## src/rtl/sigma_arb_pkg.sv

```systemverilog
// Shared constants and the sample conversion helper for the sigma_arb4 accumulator.
package sigma_arb_pkg;

  localparam int NCH   = 4;
  localparam int SMP_W = 8;
  localparam int SUM_W = 12;

  // Sign-magnitude sample to sign-extended two's complement; 8'h80 maps to zero.
  function automatic logic [SUM_W-1:0] sm_to_tc(input logic [SMP_W-1:0] s);
    logic [SUM_W-1:0] mag;
    mag = {{(SUM_W-SMP_W+1){1'b0}}, s[SMP_W-2:0]};
    if (s[SMP_W-1]) begin
      sm_to_tc = {SUM_W{1'b0}} - mag;
    end else begin
      sm_to_tc = mag;
    end
  endfunction

endpackage

```

## src/rtl/rr_arb4.sv

```systemverilog
// Four-way round-robin arbiter; the search starts one past the last winner,
// and the pointer only moves when a grant is issued.
module rr_arb4
  import sigma_arb_pkg::*;
(
  input  logic           clk,
  input  logic           res,
  input  logic [NCH-1:0] elig_i,
  output logic [NCH-1:0] gnt_o,
  output logic [1:0]     idx_o,
  output logic           vld_o
);

  logic [1:0] ptr_q;
  logic [1:0] ptr_d;
  logic [1:0] cand_s;
  logic       hit_s;
  logic       vld_s;
  logic [1:0] idx_s;

  // Priority search from ptr+1 around to ptr itself; the first eligible channel wins.
  always_comb begin
    vld_s  = 1'b0;
    idx_s  = 2'd0;
    cand_s = 2'd0;
    hit_s  = 1'b0;
    for (int k = 1; k <= NCH; k++) begin
      cand_s = ptr_q + 2'(k);
      hit_s  = !vld_s && elig_i[cand_s];
      idx_s  = hit_s ? cand_s : idx_s;
      vld_s  = vld_s | hit_s;
    end
    ptr_d = vld_s ? idx_s : ptr_q;
  end

  assign vld_o = vld_s;
  assign idx_o = idx_s;
  assign gnt_o = {{(NCH-1){1'b0}}, vld_s} << idx_s;

  // Pointer register; reset value 3 gives channel 0 first priority.
  always_ff @(posedge clk or negedge res) begin
    if (!res) begin
      ptr_q <= 2'd3;
    end else begin
      ptr_q <= ptr_d;
    end
  end

endmodule

```

## src/rtl/sigma_arb4.sv

```systemverilog
// Four-channel windowed accumulator: arbitrate one sample per clock, convert it,
// and add it into that channel's running window sum; emit the sum every N_PT samples.
module sigma_arb4
  import sigma_arb_pkg::*;
#(
  parameter int N_PT  = 16,
  parameter int CNT_W = 4
) (
  input  logic                 clk,
  input  logic                 res,
  input  logic [NCH-1:0]       req,
  input  logic [NCH*SMP_W-1:0] data_in,
  output logic [NCH-1:0]       ack,
  output logic [SUM_W-1:0]     data_out,
  output logic [1:0]           ch_out,
  output logic                 syn_out
);

  logic [NCH-1:0]   elig_s;
  logic [NCH-1:0]   gnt_s;
  logic [1:0]       idx_s;
  logic             vld_s;
  logic [SUM_W-1:0] val_s;
  logic             last_s;

  logic [NCH-1:0]   ack_q,     ack_d;
  logic             stg_vld_q, stg_vld_d;
  logic [1:0]       stg_ch_q,  stg_ch_d;
  logic [SMP_W-1:0] stg_smp_q, stg_smp_d;
  logic [SUM_W-1:0] sum_q [NCH];
  logic [SUM_W-1:0] sum_d [NCH];
  logic [CNT_W-1:0] cnt_q [NCH];
  logic [CNT_W-1:0] cnt_d [NCH];
  logic [SUM_W-1:0] dout_q,    dout_d;
  logic [1:0]       chout_q,   chout_d;
  logic             syn_q,     syn_d;

  // A channel in its ack cycle still shows the sample just taken, so it is masked.
  assign elig_s = req & ~ack_q;

  rr_arb4 u_arb (
    .clk    (clk),
    .res    (res),
    .elig_i (elig_s),
    .gnt_o  (gnt_s),
    .idx_o  (idx_s),
    .vld_o  (vld_s)
  );

  assign val_s  = sm_to_tc(stg_smp_q);
  assign last_s = (cnt_q[stg_ch_q] == CNT_W'(N_PT-1));

  // Next state: capture the winner into the stage, and fold the staged sample into its window.
  always_comb begin
    ack_d     = gnt_s;
    stg_vld_d = vld_s;
    stg_ch_d  = idx_s;
    stg_smp_d = data_in[idx_s*SMP_W +: SMP_W];
    sum_d     = sum_q;
    cnt_d     = cnt_q;
    dout_d    = dout_q;
    chout_d   = chout_q;
    syn_d     = 1'b0;
    if (stg_vld_q && last_s) begin
      dout_d          = sum_q[stg_ch_q] + val_s;
      chout_d         = stg_ch_q;
      syn_d           = 1'b1;
      sum_d[stg_ch_q] = {SUM_W{1'b0}};
      cnt_d[stg_ch_q] = {CNT_W{1'b0}};
    end else if (stg_vld_q) begin
      sum_d[stg_ch_q] = sum_q[stg_ch_q] + val_s;
      cnt_d[stg_ch_q] = cnt_q[stg_ch_q] + CNT_W'(1);
    end else begin
      syn_d = 1'b0;
    end
  end

  // State and output registers; reset discards any partial windows.
  always_ff @(posedge clk or negedge res) begin
    if (!res) begin
      ack_q     <= {NCH{1'b0}};
      stg_vld_q <= 1'b0;
      stg_ch_q  <= 2'd0;
      stg_smp_q <= {SMP_W{1'b0}};
      dout_q    <= {SUM_W{1'b0}};
      chout_q   <= 2'd0;
      syn_q     <= 1'b0;
      for (int i = 0; i < NCH; i++) begin
        sum_q[i] <= {SUM_W{1'b0}};
        cnt_q[i] <= {CNT_W{1'b0}};
      end
    end else begin
      ack_q     <= ack_d;
      stg_vld_q <= stg_vld_d;
      stg_ch_q  <= stg_ch_d;
      stg_smp_q <= stg_smp_d;
      dout_q    <= dout_d;
      chout_q   <= chout_d;
      syn_q     <= syn_d;
      for (int i = 0; i < NCH; i++) begin
        sum_q[i] <= sum_d[i];
        cnt_q[i] <= cnt_d[i];
      end
    end
  end

  assign ack      = ack_q;
  assign data_out = dout_q;
  assign ch_out   = chout_q;
  assign syn_out  = syn_q;

endmodule

```

## config.mk

```make
export PLATFORM = sky130hd
export DESIGN_NAME = sigma_arb4
export DESIGN_NICKNAME = d
export VERILOG_FILES = /design/src/rtl/sigma_arb_pkg.sv /design/src/rtl/rr_arb4.sv /design/src/rtl/sigma_arb4.sv
export SDC_FILE = /design/constraint.sdc
export NUM_CORES = 1
export LEC_CHECK = 0
export ABC_AREA = 1
export CORE_MARGIN = 5
export CORE_UTILIZATION = 50
export DETAILED_ROUTE_END_ITERATION = 16
export PLACE_DENSITY = 0.72
export SLEW_MARGIN = 5
export SYNTH_ARGS = -nofsm -noshare
export SYNTH_HDL_FRONTEND = slang
export SYNTH_SLANG_ARGS = --single-unit
```

## constraint.sdc

```tcl
create_clock -name clk -period 6.2 [get_ports clk]
set_input_delay 1.86 -clock clk [delete_from_list [all_inputs] [get_ports clk]]
set_output_delay 1.86 -clock clk [all_outputs]
set_load 0.05 [all_outputs]
```

Word level (Yosys, flattened, before mapping):

Cells that the tools add are included.

* add/sub/neg operators: 6
* magnitude comparators: 6
* equality and inequality tests: 1
* shifts and indexed selects: 2
* muxes and demuxes: 30
* bitwise operators: 10
* reductions and logical operators: 9

Operators with widths (count)
* 2-to-1 mux 48 bit: 2
* bitwise AND 48 bit: 1
* bitwise mux 48 bit: 1
* 2-to-1 mux 12 bit: 4
* inverter 48 bit: 1
* 2-to-1 mux 16 bit: 2
* variable part select 32 x 6 -> 8 bit: 1
* binary-select mux 12 bit (select 2 bit): 1
* demux 12 bit (select 2 bit): 1
* bitwise AND 16 bit: 1
* bitwise mux 16 bit: 1
* inverter 16 bit: 1
* adder 12 bit: 1
* less-than comparator 2 x 3 -> 1 bit, second input constant: 4
* 2-to-1 mux 4 bit: 3
* binary-select mux 1 bit (select 2 bit): 4
* binary-select mux 4 bit (select 2 bit): 1
* demux 4 bit (select 2 bit): 1
* 2-to-1 mux 2 bit: 4
* subtractor 1 x 7 -> 8 bit, first input constant: 1
* logical AND 1 bit: 5
* 2-to-1 mux 1 bit: 5
* adder 2 bit, second input constant: 2
* adder 4 x 1 -> 4 bit, second input constant: 1
* 11 further kinds: 15

* register bits: 96
* input port bits: 38
* word-level logic and storage cells: 80

Logic depth before layout (Yosys ltp):

* depth after elaboration: 14
* gate-level depth with buffers: 17
* gate-level depth less buffers: 17

Hierarchy:

From an unflattened synthesis, not the netlist that was laid out.

* cell total of the unflattened synthesis: 710
* area, all modules: 5363.9 sq um

Modules (own cells, without submodules)
* sigma_arb4: instances 1, cells each 636, area an instance 4880.9 sq um, sequential area each 2352.3 sq um
* rr_arb4: instances 1, cells each 74, area an instance 483.0 sq um, sequential area each 52.6 sq um

Worst setup path after synthesis:

OpenSTA, ideal clock, no wires.

* path type: input to register
* from: input req[0]
* to: register stg_smp_q[0]
* library setup time: 0.118 ns
* data arrival time: 2.806 ns
* required time: 6.082 ns
* slack: 3.276 ns
* stages on the path: 12
* buffers on the path: 1
* cell sequence: nand3_1 nand2_1 nand2_1 nand2_1 nor2_1 nor2_1 nand2_2 nand2_2 buf_4 nand2_1 nand3_1 nand2_1

* cells in the longest elaborated chain, start to end: 13
* elaborated cells on any way between the ends: 22
* classes of those cells: shift: 1; mux: 12; bitwise: 3; reduce/logical: 6

Ends and longest elaborated chain
* start, declared: line sigma_arb4.sv:11 `input logic [NCH-1:0] req,`
* bitwise AND 4 bit (*): line sigma_arb4.sv:39 `assign elig_s = req & ~ack_q;`
* binary-select mux 1 bit (select 2 bit): line rr_arb4.sv:29 `hit_s = !vld_s && elig_i[cand_s];`
* 2-to-1 mux 1 bit (not written as such): line rr_arb4.sv:29
* logical NOT 1 bit: line rr_arb4.sv:29
* logical AND 1 bit: line rr_arb4.sv:29
* OR 1 bit: line rr_arb4.sv:31 `vld_s = vld_s | hit_s;`
* logical NOT 1 bit: line rr_arb4.sv:29
* logical AND 1 bit: line rr_arb4.sv:29
* OR 1 bit: line rr_arb4.sv:31
* logical NOT 1 bit: line rr_arb4.sv:29
* logical AND 1 bit: line rr_arb4.sv:29
* 2-to-1 mux 2 bit (*): line rr_arb4.sv:30 `idx_s = hit_s ? cand_s : idx_s;`
* variable part select 32 x 6 -> 8 bit (*): line sigma_arb4.sv:58 `stg_smp_d = data_in[idx_s*SMP_W +: SMP_W];`
* net stg_smp_d[0]: line sigma_arb4.sv:29 `logic [SMP_W-1:0] stg_smp_q, stg_smp_d;`
* end signal, assigned: line sigma_arb4.sv:84 `stg_smp_q <= {SMP_W{1'b0}};`
* end signal, assigned: line sigma_arb4.sv:96 `stg_smp_q <= stg_smp_d;`
* end, declared: line sigma_arb4.sv:29

The timed path passes the listed nets; every way through them passes the cells marked *. The select of a mux whose other input is x is not followed.
A chain may end at the register's enable or synchronous reset.

Final worst setup path:

* from: register stg_ch_q[1]
* to: register sum_q[32] in the netlist's numbering

* cells in the longest elaborated chain, start to end: 8
* elaborated cells on any way between the ends: 21
* classes of those cells: add/sub: 1; order compare: 2; eq/ne: 1; mux: 11; bitwise: 3; reduce/logical: 3

Ends and longest elaborated chain
* start, declared: line sigma_arb4.sv:28 `logic [1:0] stg_ch_q, stg_ch_d;`
* start signal, assigned: line sigma_arb4.sv:95 `stg_ch_q <= stg_ch_d;`
* inverter 2 -> 3 bit (not written as such) (*): line sigma_arb4.sv:51, sigma_arb4.sv:68, sigma_arb4.sv:71
* binary-select mux 12 bit (select 2 bit) (tied with other cells): line sigma_arb4.sv:71 `sum_d[stg_ch_q] = sum_q[stg_ch_q] + val_s;`
* 2-to-1 mux 12 bit (not written as such) or logical AND 1 bit (tied branches): line sigma_arb4.sv:71, sigma_arb4.sv:68
* 2-to-1 mux 12 bit (on tied branches): line sigma_arb4.sv:71, sigma_arb4.sv:68
* adder 12 bit or demux 12 bit (select 2 bit) (tied branches): line sigma_arb4.sv:71, sigma_arb4.sv:68
* bitwise mux 48 bit or inverter 48 bit (tied branches)
* 2-to-1 mux 48 bit or bitwise AND 48 bit (tied branches)
* 2-to-1 mux 48 bit: line sigma_arb4.sv:64 `if (stg_vld_q && last_s) begin`
* end signal, assigned by index: line sigma_arb4.sv:89 `sum_q[i] <= {SUM_W{1'b0}};`
* end signal, assigned by index: line sigma_arb4.sv:101 `sum_q[i] <= sum_d[i];`
* end, declared: line sigma_arb4.sv:30 `logic [SUM_W-1:0] sum_q [NCH];`

Mark *: on every way between the ends. The rest lies on a longest branch, timed or not. The select of a mux whose other input is x is not followed.

==> results.ini <==
[critical_path]
path_max_fanout=12
start_kind=flop
crit_family=simple AND/OR/NAND/NOR gates
crit_type=reg2reg
cp_slowest_stage_delay_ns=0.86
cp_common_cell=nand2_1
end_kind=flop
crit_arrival_ns=3.81
crit_buf_inv=3
path_cells=inv_2, nor2_1, nand2_1, nand3_1, ha_1, inv_1, fa_1, inv_1, nand3_1, nand2_1, nand4_1, nand2_1, xor2_1, nand2_1, mux2i_1
crit_slowest_cell=nor2_1
worstPathRequired_ns=6.46

[synth]
synthTopCellsByArea=dfrtp_1 45%, nand2_1 14%, inv_1 6.0%
synth_common_cells=190 x nand2_1, 94 x dfrtp_1, 84 x inv_1, 62 x nand3_1, 42 x o21ai_1
synthMostInstantiatedCell=nand2_1
syn_inst=660
yosys_most_used_dff=dfrtp_1
yosysUniqueCellTypes=40
synth_edf_count=0
ys_warn_count=0
synth_area_leader_cell=dfrtp_1
synthDominantCellAreaShare_pct=45.1
synth_fp_nets=712
seq_area_frac_synth_pct=46.1
netlist_area_um2=5220
ys_seq_elements=96
synth_area_per_cell_um2=7.91
async_reset_ff_share_pct=100

[routing]
drc=0
vias_per_cell=5.19
avgRoutedWirePerCell_um=14.1
drt_iter0_drc=417
dr.pass1.iters=5
antenna_left=0
via_count=4403
routed_wirelength_um=12000

[clock_network]
cts-resized-gates=0
cts_setup_buffers=0
postCtsHoldBufs=0
clock-sinks=96
htree_levels=3
cts_buffer_depth=2
clockRootBuffer=clkbuf_8
cts_made_buffers=9
path_clk_slew_ns=0.09
worstSkewPairLatency_ns=0.36
cts_tree=built

[grt]
grt.busiest_layer=met2
grt_remaining_overflow=0
met3_usage_pct=3.45
antenna_found_initial=0
grt_pass1_vias=4502
grtUsageTotal_pct=20.0
met1_usage_pct=26.6
grt_max_degree=75
grt_pass1_wl_um=21000
use_met2_pct=33.4

[sta]
post-route-period-util_pct=57.2
tightest_slew_ns=1.14
period_needed_ns=3.54
max-slew-margin-rel_pct=23.5
setup_viol=0
worst_clock_skew_ns=0.0139
timing.fmax_ghz=0.282
fin_tns_setup_ns=0
final_max_slew_viol_count=0
hold_viol=0
rsz0062_at_grt=no

[place]
dp_cells=833
port_buffers=56
gp_congestion=0.861
dp_hpwl_um=8710

[die]
start_util_pct=51.0
die_w_um=112
ios=57
coreArea_um2=10200
die_height_um=112
dieArea_um2=12600
row_count=37

[job]
maxCapViolations=0

[min_path]
min_path_type=reg2reg

[layout]
area_growth_pct=16.1
fill_cells=915
num-nets-final=760
final_cell_count_no_fill=849
drive_gt1_share_pct=6.73
n_antenna_cell=0

[status]
status=finished, final reports clean

routing by layer:
layer / wire length (µm) / part of all wire, %
met1: 5600 / 47
met2: 5660 / 47
met3: 528 / 4.4
met4: 213 / 1.8
met5: 0 / 0
state kept, by name, indices dropped and copies added, names as in the netlist:
name	count
ack	4
cnt_q	16
u_arb.ptr_q	2
stg_vld_q	1
stg_smp_q	8
data_out	12
stg_ch_q	2
syn_out	1
ch_out	2
sum_q	48
cells by family (layout without fill, tap and decap cells):
logic type	Yosys count	after routing	synth area share [%]
XOR/XNOR	13	13	2.18
flip-flops	96	96	46.1
AO/OA/AOI/OAI	100	100	11.3
adder cells (fa/ha/maj)	14	14	3.50
multiplexers	14	14	2.68
AND/OR/NAND/NOR	306	306	25.2
buffers and inverters	117	170	9.06
layout by cell type, fill, tap and decap left out, types with 2 or more instances in the layout:
cell type        synthesis  routed
nand2_1                190     190
dfrtp_1                 94      94
inv_1                   84      84
nand3_1                 62      62
clkdlybuf4s50_1          0      55
o21ai_1                 42      42
nor2_1                  30      30
a21oi_1                 19      19
mux2i_1                 14      14
o22ai_1                 13      13
ha_1                    13      13
inv_2                   11      11
xor2_1                   9       9
clkbuf_8                 0       9
nand2_2                  6       6
nand4_1                  6       6
a221oi_1                 5       5
a22oi_1                  5       5
xnor2_1                  4       4
nor2_2                   3       3
or2_2                    3       3
o21ai_0                  3       3
a31oi_1                  3       3
a21boi_1                 3       3
clkinv_2                 0       3
a21o_1                   2       2
o21bai_1                 2       2
o21a_1                   2       2
bufinv_16                0       2
buf_4                    3       2
dfstp_2                  2       2
per-stage QoR:
step                setup slack, ns  area [µm²]  hold slack, ns  utilization (%)
global placement               2.47        5850           0.464             57.2
floorplan                      3.28        5220           0.459                -
detailed placement             2.35        5850           0.473             57.2
CTS                            2.67        6060           0.495             59.2
finish                         2.66        6060           0.489             59.2
global route                   2.39        6060           0.507             59.2
worst paths after layout:
| check | start | end | slack, ns | depth (start not counted) |
|---|---|---|---|---|
| hold reg to reg | data_out[3] | data_out[3] | 0.49 | 2 |
| hold / removal | data_out[3] | data_out[3] | 0.49 | 2 |
| setup reg to reg | stg_ch_q[1] | sum_q[32] | 2.66 | 15 |
| setup / recovery | stg_ch_q[1] | sum_q[32] | 2.66 | 15 |
| max in group asynchronous | res | ch_out[0] | 3.61 | 2 |
| min in group asynchronous | res | cnt_q[3] | 1.37 | 1 |
worst register-to-register path, delay by kind of cell, from the launching register on:
kind,cells,cell delay [ns]
and+or+nand+nor,8,1.69
adders and majority gates,2,0.59
DFF,1,0.43
xor gates and xnor gates,1,0.28
buffers and inverters,3,0.27
muxes,1,0.19
area by class of cell:
type	count	area (µm²)	share of cell area [%]
clock buffers	10	128	2.11
clock inverters	6	83.8	1.38
inverters	97	367	6.05
multi-input cells	447	2340	38.6
flip-flops and latches	96	2400	39.7
well taps	136	170	2.81
repair buffers	57	566	9.33
Power is left out: the tool's default activity adds up to more than one toggle a clock period on the data nets, which glitch-free logic cannot reach.
